===== src/rtl/muldiv_ctrl_if.sv =====
// E-stage <-> HI/LO multiply/divide scheduler bundle: op request, stall and result write-back.
interface muldiv_ctrl_if #(
  parameter int WIDTH = 32
);
  logic             startE;
  logic [1:0]       opE;
  logic [WIDTH-1:0] srcaE;
  logic [WIDTH-1:0] srcbE;
  logic             flushE;
  logic             stallmd;
  logic             hilo_we;
  logic [WIDTH-1:0] hi_o;
  logic [WIDTH-1:0] lo_o;

  modport master (
    output startE, opE, srcaE, srcbE, flushE,
    input  stallmd, hilo_we, hi_o, lo_o
  );

  modport slave (
    input  startE, opE, srcaE, srcbE, flushE,
    output stallmd, hilo_we, hi_o, lo_o
  );
endinterface


===== src/rtl/muldiv_ctrl.sv =====
// HI/LO mul/div scheduler: MULT/MULTU in MUL_LAT+1 cycles, DIV/DIVU (radix-2 restoring) in WIDTH+1 cycles.
// Backpressure: stallmd freezes the pipeline from the accepting cycle until the one-cycle HI/LO write.
module muldiv_ctrl #(
  parameter int WIDTH   = 32,
  parameter int MUL_LAT = 2
) (
  input  logic clk,
  input  logic rst,
  muldiv_ctrl_if.slave md
);

  localparam int CW = $clog2(((WIDTH > MUL_LAT) ? WIDTH : MUL_LAT) + 1);
  localparam logic [CW-1:0] MUL_LAST = CW'(MUL_LAT - 1);
  localparam logic [CW-1:0] DIV_LAST = CW'(WIDTH - 1);

  typedef enum logic [1:0] {IDLE, MUL, DIV, DONE} state_t;

  state_t           state, nextState;
  logic [CW-1:0]    cnt;
  logic [1:0]       opReg;
  logic [WIDTH-1:0] aReg, bReg;
  logic [WIDTH:0]   remReg;
  logic [WIDTH-1:0] quoReg, dvsReg;
  logic [WIDTH-1:0] hiReg, loReg;
  logic             go, stallReq, writeHiLo, loadRes;

  logic             inSigned, regSigned;
  logic [WIDTH-1:0] srcaMag, srcbMag;
  logic [WIDTH:0]   shifted, diff, remNext;
  logic [WIDTH-1:0] quoNext, divHi, divLo, resHi, resLo;
  logic [2*WIDTH-1:0] prodA, prodB, product;

  // Operand magnitudes are taken at accept time so the divider loop itself is sign-agnostic.
  always_comb begin
    inSigned = ~md.opE[0];
    srcaMag  = (inSigned && md.srcaE[WIDTH-1]) ? -md.srcaE : md.srcaE;
    srcbMag  = (inSigned && md.srcbE[WIDTH-1]) ? -md.srcbE : md.srcbE;
  end

  always_comb begin
    regSigned = ~opReg[0];
    shifted   = {remReg[WIDTH-1:0], quoReg[WIDTH-1]};
    diff      = shifted - {1'b0, dvsReg};
    if (!diff[WIDTH]) begin
      remNext = diff;
      quoNext = {quoReg[WIDTH-2:0], 1'b1};
    end else begin
      remNext = shifted;
      quoNext = {quoReg[WIDTH-2:0], 1'b0};
    end

    // Result is formed from the final iteration's next values so HI/LO load on DONE entry.
    if (bReg == '0) begin
      divHi = aReg;
      divLo = '1;
    end else begin
      divHi = (regSigned && aReg[WIDTH-1]) ? -remNext[WIDTH-1:0] : remNext[WIDTH-1:0];
      divLo = (regSigned && (aReg[WIDTH-1] ^ bReg[WIDTH-1])) ? -quoNext : quoNext;
    end

    prodA   = {{WIDTH{regSigned & aReg[WIDTH-1]}}, aReg};
    prodB   = {{WIDTH{regSigned & bReg[WIDTH-1]}}, bReg};
    product = prodA * prodB;

    resHi = opReg[1] ? divHi : product[2*WIDTH-1:WIDTH];
    resLo = opReg[1] ? divLo : product[WIDTH-1:0];
  end

  always_ff @(posedge clk or negedge rst) begin
    if (!rst) state <= IDLE;
    else      state <= nextState;
  end

  always_comb begin
    nextState = state;
    stallReq  = 1'b0;
    writeHiLo = 1'b0;
    go        = 1'b0;
    case (state)
      IDLE: begin
        go       = md.startE & ~md.flushE & rst;
        stallReq = go;
        if (go) nextState = md.opE[1] ? DIV : MUL;
      end
      MUL: begin
        stallReq = 1'b1;
        if (md.flushE)           nextState = IDLE;
        else if (cnt == MUL_LAST) nextState = DONE;
      end
      DIV: begin
        stallReq = 1'b1;
        if (md.flushE)           nextState = IDLE;
        else if (cnt == DIV_LAST) nextState = DONE;
      end
      DONE: begin
        // Committed result: neither flushE nor startE can suppress or overlap this write.
        writeHiLo = 1'b1;
        nextState = IDLE;
      end
      default: nextState = IDLE;
    endcase
  end

  assign loadRes = (state != DONE) && (nextState == DONE);

  always_ff @(posedge clk or negedge rst) begin
    if (!rst) begin
      cnt    <= '0;
      opReg  <= '0;
      aReg   <= '0;
      bReg   <= '0;
      remReg <= '0;
      quoReg <= '0;
      dvsReg <= '0;
      hiReg  <= '0;
      loReg  <= '0;
    end else begin
      if (go) begin
        opReg  <= md.opE;
        aReg   <= md.srcaE;
        bReg   <= md.srcbE;
        cnt    <= '0;
        remReg <= '0;
        quoReg <= srcaMag;
        dvsReg <= srcbMag;
      end else if (state == MUL || state == DIV) begin
        cnt <= cnt + CW'(1);
      end
      if (state == DIV) begin
        remReg <= remNext;
        quoReg <= quoNext;
      end
      if (loadRes) begin
        hiReg <= resHi;
        loReg <= resLo;
      end
    end
  end

  assign md.stallmd = stallReq;
  assign md.hilo_we = writeHiLo;
  assign md.hi_o    = hiReg;
  assign md.lo_o    = loReg;

endmodule

===== src/flat_wrapper.sv =====
// flat-port wrapper written by rule: the top's interface ports become plain ports
module muldiv_ctrl_flat 
#(
  parameter int WIDTH   = 32,
  parameter int MUL_LAT = 2
)
  (clk, rst, md_startE, md_opE, md_srcaE, md_srcbE, md_flushE, md_stallmd, md_hilo_we, md_hi_o, md_lo_o);
  muldiv_ctrl_if #(.WIDTH(WIDTH)) md_i ();
  input  logic clk;
  input  logic rst;
  input wire logic [$bits(md_i.startE)-1:0] md_startE;
  input wire logic [$bits(md_i.opE)-1:0] md_opE;
  input wire logic [$bits(md_i.srcaE)-1:0] md_srcaE;
  input wire logic [$bits(md_i.srcbE)-1:0] md_srcbE;
  input wire logic [$bits(md_i.flushE)-1:0] md_flushE;
  output wire logic [$bits(md_i.stallmd)-1:0] md_stallmd;
  output wire logic [$bits(md_i.hilo_we)-1:0] md_hilo_we;
  output wire logic [$bits(md_i.hi_o)-1:0] md_hi_o;
  output wire logic [$bits(md_i.lo_o)-1:0] md_lo_o;
  assign md_i.startE = md_startE;
  assign md_i.opE = md_opE;
  assign md_i.srcaE = md_srcaE;
  assign md_i.srcbE = md_srcbE;
  assign md_i.flushE = md_flushE;
  assign md_stallmd = md_i.stallmd;
  assign md_hilo_we = md_i.hilo_we;
  assign md_hi_o = md_i.hi_o;
  assign md_lo_o = md_i.lo_o;
  muldiv_ctrl #(.WIDTH(WIDTH), .MUL_LAT(MUL_LAT)) u_core (.clk(clk), .rst(rst), .md(md_i));
endmodule

===== config.mk =====
export PLATFORM = sky130hd
export DESIGN_NAME = muldiv_ctrl_flat
export DESIGN_NICKNAME = d
export VERILOG_FILES = /design/src/rtl/muldiv_ctrl_if.sv /design/src/rtl/muldiv_ctrl.sv /design/src/flat_wrapper.sv
export SDC_FILE = /design/constraint.sdc
export NUM_CORES = 2
export LEC_CHECK = 0
export BUFFER_PORTS_ARGS = -buffer_cell sky130_fd_sc_hd__buf_2
export CAP_MARGIN = 20
export CORE_UTILIZATION = 30
export DETAILED_ROUTE_END_ITERATION = 8
export PLACE_DENSITY = 0.46
export RECOVER_POWER = 100
export SETUP_SLACK_MARGIN = 0.02
export SLEW_MARGIN = 0
export SYNTH_ARGS = -nofsm -noshare
export SYNTH_HDL_FRONTEND = slang
export SYNTH_SLANG_ARGS = --single-unit

===== constraint.sdc =====
create_clock -name clk -period 25.5 [get_ports clk]
set_input_delay 5.1 -clock clk [delete_from_list [all_inputs] [get_ports clk]]
set_output_delay 5.1 -clock clk [all_outputs]
set_load 0.02 [all_outputs]

==> impl_results.md <==
* Status: finished, violations left
* Violated checks: max-capacitance violations, max-slew violations
* Worst-path clk slew at roughly 0.07 ns
* Clock Sinks at ~230
* Wire per inst at 20.1 um
* Post-Route WL at 167 mm
* Starting Density at a little under a third
* Utilization after layout at approximately a third
* Critical Path Source Type: input pin
* Worst skew pair latency at 0.59 ns
* Synth Warn # at 0
* Yosys reg bits at between 200 and 250
* Netlist Area Pre-Place at 0.0531 mm2
* CTS Buf Count at 26
* I/O Pins at 136
* Final worst-path cycle share at 57.9%
* Avg Vias per Cell at approximately 4.8
* Fmax achieved at around 68 MHz
* CP endpoint kind: output port
* Row count at ~150
* First-pass GRT wire length at about 260 mm
* Primary FF master, synth: dfrtp_1
* Count of cell types in the netlist at a little under 80
* HP Class: reg2reg
* Fin nets at roughly 7,400
* Max-cap violations at 9
* Setup WS pre-CTS at ~14 ns
* EDFF count, synth at 0
* Clock root buffer: clkbuf_16
* Residual DRC at 0
* Post-CTS Hold Buffers at 0
* Die area at 0.179 mm2
* Drt initial violations at 2,312
* Max clock buf depth at 3
* Synth-to-layout area growth at 7.20%
* WS Path Type: in2out
* Vias at around 40,000
* Worst-path cell chain: clkbuf_1 > and3b_1 > and2_0 > nor2_1 > nor2_1 > clkbuf_1
* Number of hold violations in the final report at 0
* Final setup fails at 0
* Top delay family on crit path: buffers and inverters
* Synth Area per Inst at roughly 9 um2
* Clk_skew at between 0.03 and 0.04 ns
* Critical path buffers and inverters at 2
* RSZ-0062 raised after global routing: false
* Cts repair resizes at 0
* Post-synthesis sequential area ratio at 11.0%
* Synth area leaders: fa_1, dfrtp_1, inv_1, nand2_1, ha_1
* Htree depth at 1
* Mapped Nets at approximately 7,500
* Setup WS post-layout at 10.74 ns
* Top cell type's share of synthesized area at 42.4%
* CP Max Fanout at 76
* RD Place Congestion at between 0.8 and 0.9
* GRT Overall Usage at a little under a fifth
* Largest net degree at the start of global routing at 94
* Headroom to the max-slew limit at -196%
* Final Max Tran Viols at a little over 600
* CP required at between 20 and 25 ns
* Post-route ant nets at 0
* Layout cells sized above 1 at ~4.2%
* CORE AREA at 0.176 mm2
* Worst path max stage delay at between 3 and 4 ns
* Worst Max-Slew Pin Slew at between 4 and 5 ns
* Die Wd at 423 um
* Port buffer count at between 100 and 150
* Detailed Place HPWL at 132 mm
* CTS tree: built
* Grt total ovfl at 0
* Initial antenna violation count at 11
* Async S/R FF share, synth at between 90% and 100%
* Critical path data arrival time at 9.66 ns
* Largest area contributor in the netlist: fa_1
* Vias in the first global route at about 43,000
* Setup TNS at 0 ns
* Chip height at approximately 420 um
* # Post-CTS Setup Buffers at 0
* Syn Inst Count at ~6,100
* Pre-antenna DRT Iters at 8
* Critical path's slowest cell: clkbuf_1
* Final min period at between 10 and 15 ns
-- per-stage QoR --
step,hold WS (ns),std cells,area [um2]
6_report,0.481,8326,56900
5_1_grt,0.503,8324,56900
4_1_cts,0.482,8318,57000
3_5_place_dp,0.467,8270,56100
3_3_place_gp,0.461,8270,56100
2_1_floorplan,0.450,6068,53100
-- kinds of logic after synthesis --
| family | synth area share [%] |
|---|---|
| simple gates | 16.7 |
| buf+inv | 11.0 |
| fa+ha+maj | 48.5 |
| compound gates | 8.46 |
| flops | 11.0 |
| xor+xnor | 3.23 |
| mux | 1.18 |
-- state kept, by name (all words and copies together) (netlist names) --
name            cells
u_core.md.lo_o     32
u_core.dvsReg      32
u_core.opReg        2
u_core.md.hi_o     32
u_core.aReg        32
u_core.state        2
u_core.bReg        31
u_core.cnt          6
u_core.remReg      32
u_core.quoReg      32
-- cell usage after synthesis (all sizes together) (14+ instances only) --
cell and number:
o31ai 32, mux2i 48, clkbuf 348, nor2b 14
ha 256, nand2b 18, o21a 18, o21ai 197
o211ai 22, a211oi 30, a31oi 23, a21o 43
and3 21, nand2 1127, nor2 182, or2 17
fa 1126, and2 373, a21oi 175, nor4 32
buf 18, or3 23, or4 18, dfrtp 233
nor3 44, xor2 80, nand3 36, o22ai 38
xnor2 116, inv 1184
-- layout make-up --
class / count / area, um2
diodes: 8 / 20.0
clock buffers: 34 / 751
clock inverters: 14 / 219
fillers: 18600 / 119000
inverters: 1184 / 4440
multi-input cells: 4285 / 41500
flip-flops and latches: 233 / 5830
well taps: 2340 / 2930
repair buffers: 228 / 1260
-- worst min-delay path, cell delays in order, from the launching register on --
cell and delay (ns):
dfrtp_1 0.35, nand2_1 0.05, nand2_1 0.05
-- per-layer routing --
metal	track usage, %	vias up	share of wire, %
met2	33.7	805	51
met1	25.3	21200	43
met5	0	-	0
li1	-	18200	-
met4	5.11	0	2.9
met3	1.25	160	3.2
-- path summary, 6_finish.rpt --
check | slack [ns] | startpoint | depth (start not counted) | to
setup / recovery | 10.74 | rst | 6 | md_stallmd
hold / removal | 0.48 | u_core.bReg[6] | 2 | u_core.bReg[6]
setup reg to reg | 15.39 | u_core.opReg[0] | 30 | u_core.md.hi_o[26]
hold reg to reg | 0.48 | u_core.bReg[6] | 2 | u_core.bReg[6]
max in group asynchronous | 13.03 | rst | 3 | u_core.remReg[17]
min in group asynchronous | 6.10 | rst | 1 | u_core.dvsReg[24]
-- cells in the final DEF, fill, tap and decap left out, types with 12 or more instances in the layout --
master	count
mux2_2	13
xor2_1	80
o21ai_0	196
nand4_1	12
xnor2_1	116
clkbuf_16	26
fa_1	1126
or4_1	17
nand3_1	36
or2_2	16
a21o_1	43
nor4_1	31
and3_1	21
o211ai_1	22
inv_1	1183
mux2i_1	48
dfrtp_1	232
nor2_1	180
a31oi_1	23
buf_2	68
o21a_1	18
o22ai_1	37
a21oi_1	175
a211oi_1	30
nor2b_1	12
or3_1	23
nor3_1	43
buf_4	84
ha_1	255
nand2_1	1127
clkbuf_1	77
and2_1	372
o31ai_1	32
nand2b_1	18
Power is left out: the tool's default activity adds up to more than one toggle a clock period on the data nets, which glitch-free logic cannot reach.
